[config.mk]
export PLATFORM = sky130hd
export DESIGN_NAME = sub_bus_ram_arbiter_flat
export DESIGN_NICKNAME = d
export VERILOG_FILES = /design/src/rtl/sub_bus_ram_arbiter_if.sv /design/src/rtl/sub_bus_ram_arbiter.sv /design/src/flat_wrapper.sv
export SDC_FILE = /design/constraint.sdc
export NUM_CORES = 1
export LEC_CHECK = 0
export CAP_MARGIN = 0
export CORE_MARGIN = 10
export CORE_UTILIZATION = 36
export CTS_BUF_LIST = sky130_fd_sc_hd__clkbuf_8
export DETAILED_ROUTE_END_ITERATION = 8
export GPL_ROUTABILITY_DRIVEN = 0
export GPL_TIMING_DRIVEN = 0
export PLACE_DENSITY_LB_ADDON = 0.3
export SKIP_CTS_REPAIR_TIMING = 1
export SLEW_MARGIN = 20
export SYNTH_ARGS = -nofsm -noshare
export SYNTH_HDL_FRONTEND = slang
export SYNTH_SLANG_ARGS = --single-unit
export TNS_END_PERCENT = 50
[constraint.sdc]
create_clock -name bus_clock -period 4.85 [get_ports bus_clock]
set_clock_uncertainty 0.2 [all_clocks]
set_input_delay 0.485 -clock bus_clock [delete_from_list [all_inputs] [get_ports bus_clock]]
set_output_delay 0.485 -clock bus_clock [all_outputs]
set_load 0.01 [all_outputs]
[src/rtl/sub_bus_ram_arbiter_if.sv]
// +----------------------------------------------------------------------------+
// | sub_bus_ram_arbiter_if : requester ports A/B plus RAM bus of the arbiter  |
// | Rev 1.0 - initial release                                                  |
// +----------------------------------------------------------------------------+
`default_nettype none

interface sub_bus_ram_arbiter_if;
  logic        i_a_req;
  logic        i_a_lock;
  logic        i_a_we;
  logic [15:0] i_a_addr;
  logic [15:0] i_a_wdata;
  logic        o_a_gnt;
  logic        o_a_rvalid;
  logic [15:0] o_a_rdata;

  logic        i_b_req;
  logic        i_b_lock;
  logic        i_b_we;
  logic [15:0] i_b_addr;
  logic [15:0] i_b_wdata;
  logic        o_b_gnt;
  logic        o_b_rvalid;
  logic [15:0] o_b_rdata;

  logic        o_bus_we;
  logic [15:0] o_bus_addr;
  logic [15:0] o_bus_data_write;
  logic [15:0] i_bus_data_read;
  logic        o_err;

  modport slave (
    input  i_a_req, i_a_lock, i_a_we, i_a_addr, i_a_wdata,
    output o_a_gnt, o_a_rvalid, o_a_rdata,
    input  i_b_req, i_b_lock, i_b_we, i_b_addr, i_b_wdata,
    output o_b_gnt, o_b_rvalid, o_b_rdata,
    output o_bus_we, o_bus_addr, o_bus_data_write,
    input  i_bus_data_read,
    output o_err
  );

  modport master (
    output i_a_req, i_a_lock, i_a_we, i_a_addr, i_a_wdata,
    input  o_a_gnt, o_a_rvalid, o_a_rdata,
    output i_b_req, i_b_lock, i_b_we, i_b_addr, i_b_wdata,
    input  o_b_gnt, o_b_rvalid, o_b_rdata,
    input  o_bus_we, o_bus_addr, o_bus_data_write,
    output i_bus_data_read,
    input  o_err
  );
endinterface

`default_nettype wire

[src/rtl/sub_bus_ram_arbiter.sv]
// +----------------------------------------------------------------------------+
// | sub_bus_ram_arbiter : two-port arbiter in front of a 1-cycle sync RAM.    |
// | Define SUB_BUS_ARB_ROUND_ROBIN_EN for round-robin ties (else A wins ties). |
// | Rev 1.0 - initial release                                                  |
// +----------------------------------------------------------------------------+
`default_nettype none

module sub_bus_ram_arbiter #(
  parameter int ADDRESS_SIZE = 48896,
  parameter int LOCK_MAX     = 16
) (
  input  wire logic             bus_clock,
  input  wire logic             reset,
  sub_bus_ram_arbiter_if.slave  bus
);

  typedef enum logic [1:0] {
    IDLE  = 2'd0,
    OWN_A = 2'd1,
    OWN_B = 2'd2
  } owner_e;

  localparam logic [16:0] C_ADDR_LIM = 17'(ADDRESS_SIZE);
  localparam logic [7:0]  C_LOCK_MAX = 8'(LOCK_MAX);

  owner_e      owner_q, owner_d;
  logic        owner_lock_q, owner_lock_d;
  logic [7:0]  lock_cnt_q, lock_cnt_d;
  logic        rvalid_a_q, rvalid_b_q;
  logic        oor_q;
  logic [15:0] addr_q;
`ifdef SUB_BUS_ARB_ROUND_ROBIN_EN
  logic        last_b_q;
`endif

  logic        w_gnt_a, w_gnt_b, w_gnt;
  logic        w_own_req, w_lock_live, w_lock_spent, w_spent_same;
  logic        w_win_we, w_win_lock, w_in_range;
  logic [15:0] w_win_addr, w_win_wdata, w_bus_addr;

  assign w_own_req    = (owner_q == OWN_A) ? bus.i_a_req :
                        (owner_q == OWN_B) ? bus.i_b_req : 1'b0;
  assign w_lock_live  = owner_lock_q && (lock_cnt_q <  C_LOCK_MAX);
  assign w_lock_spent = owner_lock_q && (lock_cnt_q >= C_LOCK_MAX);

  always_comb begin
    w_gnt_a = 1'b0;
    w_gnt_b = 1'b0;
    if (!reset) begin
      w_gnt_a = 1'b0;
    end else if (w_lock_live && w_own_req) begin
      w_gnt_a = (owner_q == OWN_A);
      w_gnt_b = (owner_q == OWN_B);
    end else if (w_lock_spent && (owner_q == OWN_A) && bus.i_b_req) begin
      // An exhausted lock hands one arbitration to the waiting port.
      w_gnt_b = 1'b1;
    end else if (w_lock_spent && (owner_q == OWN_B) && bus.i_a_req) begin
      w_gnt_a = 1'b1;
    end else if (bus.i_a_req && !bus.i_b_req) begin
      w_gnt_a = 1'b1;
    end else if (bus.i_b_req && !bus.i_a_req) begin
      w_gnt_b = 1'b1;
    end else if (bus.i_a_req && bus.i_b_req) begin
`ifdef SUB_BUS_ARB_ROUND_ROBIN_EN
      w_gnt_a = last_b_q;
      w_gnt_b = !last_b_q;
`else
      w_gnt_a = 1'b1;
`endif
    end
  end

  assign w_gnt       = w_gnt_a | w_gnt_b;
  assign w_win_we    = w_gnt_b ? bus.i_b_we    : bus.i_a_we;
  assign w_win_lock  = w_gnt_b ? bus.i_b_lock  : bus.i_a_lock;
  assign w_win_addr  = w_gnt_b ? bus.i_b_addr  : bus.i_a_addr;
  assign w_win_wdata = w_gnt_b ? bus.i_b_wdata : bus.i_a_wdata;
  assign w_in_range  = ({1'b0, w_win_addr} < C_ADDR_LIM);
  assign w_bus_addr  = w_gnt ? w_win_addr : addr_q;

  assign w_spent_same = w_lock_spent &&
                        ((w_gnt_a && (owner_q == OWN_A)) || (w_gnt_b && (owner_q == OWN_B)));

  always_comb begin
    owner_d      = w_gnt_a ? OWN_A : (w_gnt_b ? OWN_B : IDLE);
    owner_lock_d = w_gnt && w_win_lock && !w_spent_same;
    lock_cnt_d   = 8'd0;
    if (owner_lock_d) begin
      lock_cnt_d = (owner_d == owner_q) ? (lock_cnt_q + 8'd1) : 8'd1;
    end
  end

  always_ff @(posedge bus_clock or negedge reset) begin
    if (!reset) begin
      owner_q      <= IDLE;
      owner_lock_q <= 1'b0;
      lock_cnt_q   <= 8'd0;
      rvalid_a_q   <= 1'b0;
      rvalid_b_q   <= 1'b0;
      oor_q        <= 1'b0;
      addr_q       <= 16'h0000;
`ifdef SUB_BUS_ARB_ROUND_ROBIN_EN
      last_b_q     <= 1'b1;
`endif
    end else begin
      owner_q      <= owner_d;
      owner_lock_q <= owner_lock_d;
      lock_cnt_q   <= lock_cnt_d;
      rvalid_a_q   <= w_gnt_a;
      rvalid_b_q   <= w_gnt_b;
      oor_q        <= w_gnt && !w_in_range;
      addr_q       <= w_bus_addr;
`ifdef SUB_BUS_ARB_ROUND_ROBIN_EN
      if (w_gnt) begin
        last_b_q <= w_gnt_b;
      end
`endif
    end
  end

  assign bus.o_a_gnt          = w_gnt_a;
  assign bus.o_b_gnt          = w_gnt_b;
  assign bus.o_bus_we         = w_gnt && w_win_we && w_in_range;
  assign bus.o_bus_addr       = w_bus_addr;
  assign bus.o_bus_data_write = w_gnt ? w_win_wdata : 16'h0000;

  // Read data arrives from the RAM in the rvalid cycle; out-of-range returns zero.
  assign bus.o_a_rvalid = rvalid_a_q;
  assign bus.o_b_rvalid = rvalid_b_q;
  assign bus.o_a_rdata  = (rvalid_a_q && !oor_q) ? bus.i_bus_data_read : 16'h0000;
  assign bus.o_b_rdata  = (rvalid_b_q && !oor_q) ? bus.i_bus_data_read : 16'h0000;
  assign bus.o_err      = oor_q;

endmodule

`default_nettype wire

[src/flat_wrapper.sv]
// flat-port wrapper written by rule: the top's interface ports become plain ports
module sub_bus_ram_arbiter_flat 
#(
  parameter int ADDRESS_SIZE = 48896,
  parameter int LOCK_MAX     = 16
)
  (bus_clock, reset, bus_i_a_req, bus_i_a_lock, bus_i_a_we, bus_i_a_addr, bus_i_a_wdata, bus_o_a_gnt, bus_o_a_rvalid, bus_o_a_rdata, bus_i_b_req, bus_i_b_lock, bus_i_b_we, bus_i_b_addr, bus_i_b_wdata, bus_o_b_gnt, bus_o_b_rvalid, bus_o_b_rdata, bus_o_bus_we, bus_o_bus_addr, bus_o_bus_data_write, bus_i_bus_data_read, bus_o_err);
  sub_bus_ram_arbiter_if bus_i ();
  input  wire logic bus_clock;
  input  wire logic reset;
  input wire logic [$bits(bus_i.i_a_req)-1:0] bus_i_a_req;
  input wire logic [$bits(bus_i.i_a_lock)-1:0] bus_i_a_lock;
  input wire logic [$bits(bus_i.i_a_we)-1:0] bus_i_a_we;
  input wire logic [$bits(bus_i.i_a_addr)-1:0] bus_i_a_addr;
  input wire logic [$bits(bus_i.i_a_wdata)-1:0] bus_i_a_wdata;
  output wire logic [$bits(bus_i.o_a_gnt)-1:0] bus_o_a_gnt;
  output wire logic [$bits(bus_i.o_a_rvalid)-1:0] bus_o_a_rvalid;
  output wire logic [$bits(bus_i.o_a_rdata)-1:0] bus_o_a_rdata;
  input wire logic [$bits(bus_i.i_b_req)-1:0] bus_i_b_req;
  input wire logic [$bits(bus_i.i_b_lock)-1:0] bus_i_b_lock;
  input wire logic [$bits(bus_i.i_b_we)-1:0] bus_i_b_we;
  input wire logic [$bits(bus_i.i_b_addr)-1:0] bus_i_b_addr;
  input wire logic [$bits(bus_i.i_b_wdata)-1:0] bus_i_b_wdata;
  output wire logic [$bits(bus_i.o_b_gnt)-1:0] bus_o_b_gnt;
  output wire logic [$bits(bus_i.o_b_rvalid)-1:0] bus_o_b_rvalid;
  output wire logic [$bits(bus_i.o_b_rdata)-1:0] bus_o_b_rdata;
  output wire logic [$bits(bus_i.o_bus_we)-1:0] bus_o_bus_we;
  output wire logic [$bits(bus_i.o_bus_addr)-1:0] bus_o_bus_addr;
  output wire logic [$bits(bus_i.o_bus_data_write)-1:0] bus_o_bus_data_write;
  input wire logic [$bits(bus_i.i_bus_data_read)-1:0] bus_i_bus_data_read;
  output wire logic [$bits(bus_i.o_err)-1:0] bus_o_err;
  assign bus_i.i_a_req = bus_i_a_req;
  assign bus_i.i_a_lock = bus_i_a_lock;
  assign bus_i.i_a_we = bus_i_a_we;
  assign bus_i.i_a_addr = bus_i_a_addr;
  assign bus_i.i_a_wdata = bus_i_a_wdata;
  assign bus_o_a_gnt = bus_i.o_a_gnt;
  assign bus_o_a_rvalid = bus_i.o_a_rvalid;
  assign bus_o_a_rdata = bus_i.o_a_rdata;
  assign bus_i.i_b_req = bus_i_b_req;
  assign bus_i.i_b_lock = bus_i_b_lock;
  assign bus_i.i_b_we = bus_i_b_we;
  assign bus_i.i_b_addr = bus_i_b_addr;
  assign bus_i.i_b_wdata = bus_i_b_wdata;
  assign bus_o_b_gnt = bus_i.o_b_gnt;
  assign bus_o_b_rvalid = bus_i.o_b_rvalid;
  assign bus_o_b_rdata = bus_i.o_b_rdata;
  assign bus_o_bus_we = bus_i.o_bus_we;
  assign bus_o_bus_addr = bus_i.o_bus_addr;
  assign bus_o_bus_data_write = bus_i.o_bus_data_write;
  assign bus_i.i_bus_data_read = bus_i_bus_data_read;
  assign bus_o_err = bus_i.o_err;
  sub_bus_ram_arbiter #(.ADDRESS_SIZE(ADDRESS_SIZE), .LOCK_MAX(LOCK_MAX)) u_core (.bus_clock(bus_clock), .reset(reset), .bus(bus_i));
endmodule
# Word level (Yosys, flattened, before mapping)
# Cells that the tools add are included.
# totals
ff_bits	30
inputBits	88
output_inout_bits	70
word_cells	68
# op_classes
addsub	1
n_lt_le_gt_ge	3
n_eq_ne	3
n_mux	27
bitwise	1
n_reduce_logical	26
# ops
op	count
two-way mux 16 bit	6
logical AND 1 bit	20
two-way mux 1 bit	17
< comparator 16 bit, second input constant	1
two-way mux 8 bit	2
adder 8 x 1 -> 8 bit, second input constant	1
>= comparator 8 x 5 -> 1 bit, second input constant	1
< comparator 8 x 5 -> 1 bit, second input constant	1
zero test 1 bit	5
two-way mux 2 bit	2
== test 2 x 1 -> 1 bit, second input constant	1
== test 2 bit	1
== test 2 bit, second input constant	1
logical OR 1 bit	1
bitwise OR 1 bit	1

# Depth between registers and ports, before layout
# depth
word_depth	14
mapped_depth	8
depth_no_buf	6

# Least setup slack after synthesis
# OpenSTA, ideal clock, no wires.
# synth_timing
path_type	register -> output
from	register u_core.lock_cnt_q[6]
to	output port bus_o_bus_addr[10]
arrival_time_ps	1885
required_ps	4165
slack_ps	2280
path_stages_with_launch	8
n_path_buf	2
path_cell_list	dfrtp_1 -> nor4_4 -> nand4_4 -> o211a_1 -> buf_6 -> buf_6 -> mux2i_1 -> o21ai_1
# synth_between
elab_chain_len	10
elab_cells_between_ends	20
classes_between	order compare: 2; mux: 10; bitwise: 1; reduce/logical: 7
# synth_lines
item	line_no	text
start: declaration	sub_bus_ram_arbiter.sv:28	logic [7:0] lock_cnt_q, lock_cnt_d;
start signal: assignment	sub_bus_ram_arbiter.sv:108	lock_cnt_q <= lock_cnt_d;
>= comparator 8 x 5 -> 1 bit	sub_bus_ram_arbiter.sv:44	assign w_lock_spent = owner_lock_q && (lock_cnt_q >= C_LOCK_MAX);
logical AND 1 bit	sub_bus_ram_arbiter.sv:44	
logical AND 1 bit (2 in a row)	sub_bus_ram_arbiter.sv:57	end else if (w_lock_spent && (owner_q == OWN_B) && bus.i_a_req) begin
two-way mux 1 bit	sub_bus_ram_arbiter.sv:57	
two-way mux 1 bit	sub_bus_ram_arbiter.sv:54	end else if (w_lock_spent && (owner_q == OWN_A) && bus.i_b_req) begin
two-way mux 1 bit	sub_bus_ram_arbiter.sv:51	end else if (w_lock_live && w_own_req) begin
two-way mux 1 bit	sub_bus_ram_arbiter.sv:49	if (!reset) begin
two-way mux 16 bit or bitwise OR 1 bit (tied branches)	sub_bus_ram_arbiter.sv:76, sub_bus_ram_arbiter.sv:73	
two-way mux 16 bit *	sub_bus_ram_arbiter.sv:79	assign w_bus_addr = w_gnt ? w_win_addr : addr_q;
end: declaration	flat_wrapper.sv:28	output wire logic [$bits(bus_i.o_bus_addr)-1:0] bus_o_bus_addr;
# Mark *: on every way between the ends. The rest lies on a longest branch, timed or not.

# Final worst setup path
# layout_timing
from	input port bus_i_b_req
to	output port bus_o_bus_addr[5]
# layout_between
elab_chain_len	10
elab_cells_between_ends	24
classes_between	mux: 17; bitwise: 1; reduce/logical: 6
# layout_lines
item	line_no	text
start: declaration	flat_wrapper.sv:19	input wire logic [$bits(bus_i.i_b_req)-1:0] bus_i_b_req;
logical AND 1 bit	sub_bus_ram_arbiter.sv:63	end else if (bus.i_a_req && bus.i_b_req) begin
two-way mux 1 bit	sub_bus_ram_arbiter.sv:63	
two-way mux 1 bit	sub_bus_ram_arbiter.sv:61	end else if (bus.i_b_req && !bus.i_a_req) begin
two-way mux 1 bit	sub_bus_ram_arbiter.sv:59	end else if (bus.i_a_req && !bus.i_b_req) begin
two-way mux 1 bit	sub_bus_ram_arbiter.sv:57	
two-way mux 1 bit	sub_bus_ram_arbiter.sv:54	
two-way mux 1 bit	sub_bus_ram_arbiter.sv:51	
two-way mux 1 bit	sub_bus_ram_arbiter.sv:49	
bitwise OR 1 bit	sub_bus_ram_arbiter.sv:73	assign w_gnt = w_gnt_a | w_gnt_b;
two-way mux 16 bit *	sub_bus_ram_arbiter.sv:79	
# Marked as above.

==> run summary <==
outcome = finished clean
CTS buffer count = 5
Ys Warns = 0
Psw = 221 uW
GR Util met2 = 0.319
layout cells sized above 1 = 0.0726
Worst-path clk slew = 70 ps
I/O Pins = 158
Worst EP required = 4160 ps
post-layout min period = 3810 ps
vias in the first global route = 2,404
final setup fails = 0
routed length per instance = 18.1 um
row cnt = 26
Syn Area/Cell = 9.42 sq um
antenna violations before repair = 0
Max Slew Vio Count = 0
clock power share = 0.316
Slew HR = 0.521
dpl hpwl = 6690 um
drt total wl = 7980 um
setup TNS = 0 ps
fin worst setup slack = 1040 ps
Crit. End Element = primary output
worst slew pin tran = 719 ps
Max Clock Freq = 262 MHz
total number of vias = 2,149
EDFF count, synth = 0
drt pass-1 iters = 4
dpl ws = 1040 ps
H-tree Lvls = 2
CP Launch Type = input pin
Vias per Instance = 4.86
PortBufs = 157
largest net degree at the start of global routing = 34
Setup Crit Path Kind = in -> out
Yosys cell types = 37
Synth async-reset ratio = 1.00
Synth Net Count = 297
Non-Filler Instances = 442
Arr. time, crit path = 3120 ps
VDD IR-drop max = 0.244 mV
dpl cells = 434
Primary FF master, synth = dfrtp_1
grt ovf = 0
drt drc = 0
Sink Count = 29
clock buffer depth = 2
Combinational Power Share = 0.349
Tot GR Track Use = 0.173
chip width = 93.6 um
global-route wire length before repair = 12,200 um
Die Height = 93.6 um
crit-path max FO = 10
Switching Fraction = 0.267
mapped cell area = 0.00195 sq mm
Period Utilization, post-route = 0.786
met3 Usage GRT = 0.0791
max cap viols = 0
# diodes = 0
core area = 0.00517 sq mm
cell with the most instances after synthesis = and2_1
Synth top area share = 0.372
global-route track usage on met1 = 0.174
Int Pwr = 608 uW
pwr/cell area = 223 mW/mm^2
Clock Latency Late Sink = 280 ps
Final Net Count = 461
min-delay worst type = in -> async
die area = 0.00876 sq mm
Mapped Cells = 207
most frequent cells after synthesis = and2_1 (32), dfrtp_1 (29), nand2_1 (23)
unrepaired setup endpoints after global routing = no
Area growth, synth to finish = 91.0%
Final ANT Viol Nets = 0
CTS tree = done
leakage = 1.48 nW
area leader, netlist = dfrtp_1
Synth Register Bits = 29
register share of total power = 0.335
root buffer cell = clkbuf_8
global route hottest layer = met2
sequential area share after synthesis = 0.372
Initial Util = 0.377
Iteration-0 DRC Markers = 73
Final Hold Vio Count = 0
synth top area cells = dfrtp_1 (37%), and2_1 (10%), mux2i_1 (8.7%), a22o_1 (7.2%), nand2_1 (4.4%)
==> critical path: stages <==
cell and delay (ps):
clkdlybuf4s50_1 620, nand2_1 120, or3_1 330, buf_6 150, o211a_1 210, buf_6 150, buf_6 160, mux2i_1 140
o21ai_1 190, clkdlybuf4s50_1 570
==> final cells by class <==
class,count,area (sq um)
Buffer,12,82.6
Clock buffer,6,82.6
Clock inverter,2,37.5
Fill cell,374,1450
Inverter,9,33.8
Multi-Input combinational cell,157,1110
Sequential cell,29,726
Tap cell,70,87.6
Timing Repair Buffer,157,1570
==> registers in the layout, summed over array words and instances (netlist names) <==
register,flops
u_core.owner_q,2
u_core.lock_cnt_q,8
u_core.owner_lock_q,1
u_core.bus.o_b_rvalid,1
u_core.bus.o_err,1
u_core.addr_q,16
==> metal layers <==
layer	vias to the layer above	routed length (um)
met2	99	4130
met1	990	3010
met5	-	0
li1	1056	-
met3	4	788
met4	0	55
==> through the flow <==
| step | total power, mW | utilization | instance area [sq um] | hold WS (ps) |
|---|---|---|---|---|
| 2_1_floorplan | 0.384 | - | 1950 | -10.6 |
| 3_3_place_gp | 0.568 | 0.698 | 3610 | 348 |
| 3_5_place_dp | 0.574 | 0.697 | 3600 | 355 |
| 4_1_cts | 0.838 | 0.720 | 3720 | 73.4 |
| 5_1_grt | 0.872 | 0.720 | 3720 | 83.2 |
| 6_report | 0.830 | 0.720 | 3720 | 54.6 |
==> cell families after synthesis <==
family | synth area share
AOI/OAI and AO/OA | 0.204
xor gates and xnor gates | 0.0270
adders and majority gates | 0.0128
buffers and inverters | 0.0597
DFF | 0.372
muxes | 0.0873
and+or+nand+nor | 0.237
==> cell usage in the layout, fill, tap and decap left out, types with 2 or more instances in the layout <==
cell               n
mux2i_1           17
a21oi_1            2
xnor2_1            3
o21a_1             2
buf_2              7
nor2_1             5
clkdlybuf4s50_1  156
buf_6              4
nand3_1            6
inv_2              2
o21ai_0            8
clkbuf_8           6
nand4_1            2
inv_1              7
ha_1               2
xor2_1             3
nor3_1             6
nor2b_1            2
and2_1            32
o21ai_1           12
nand2_1           23
clkbuf_1           2
dfrtp_1           29
a22o_1            16
o22ai_1            2
==> power by group through the flow <==
stage	Clock, mW	Sequential, mW	Combinational, mW
floorplan	0	0.279	0.104
global placement	0	0.280	0.287
detailed placement	0	0.282	0.292
CTS	0.266	0.278	0.294
global route	0.278	0.280	0.314
finish	0.262	0.278	0.290
==> worst paths after layout <==
check,from,depth (start not counted),slack [ps],to
setup / recovery,bus_i_b_req,10,1040,bus_o_bus_addr[5]
min in group bus_clock,u_core.addr_q[14],2,380,u_core.addr_q[14]
hold / removal,reset,1,50,u_core.addr_q[7]
max in group asynchronous,reset,1,3930,u_core.owner_q[0]
hold reg to reg,u_core.addr_q[14],2,380,u_core.addr_q[14]
setup reg to reg,u_core.lock_cnt_q[6],7,2500,u_core.addr_q[5]
Power figures use the tool's default switching activity.
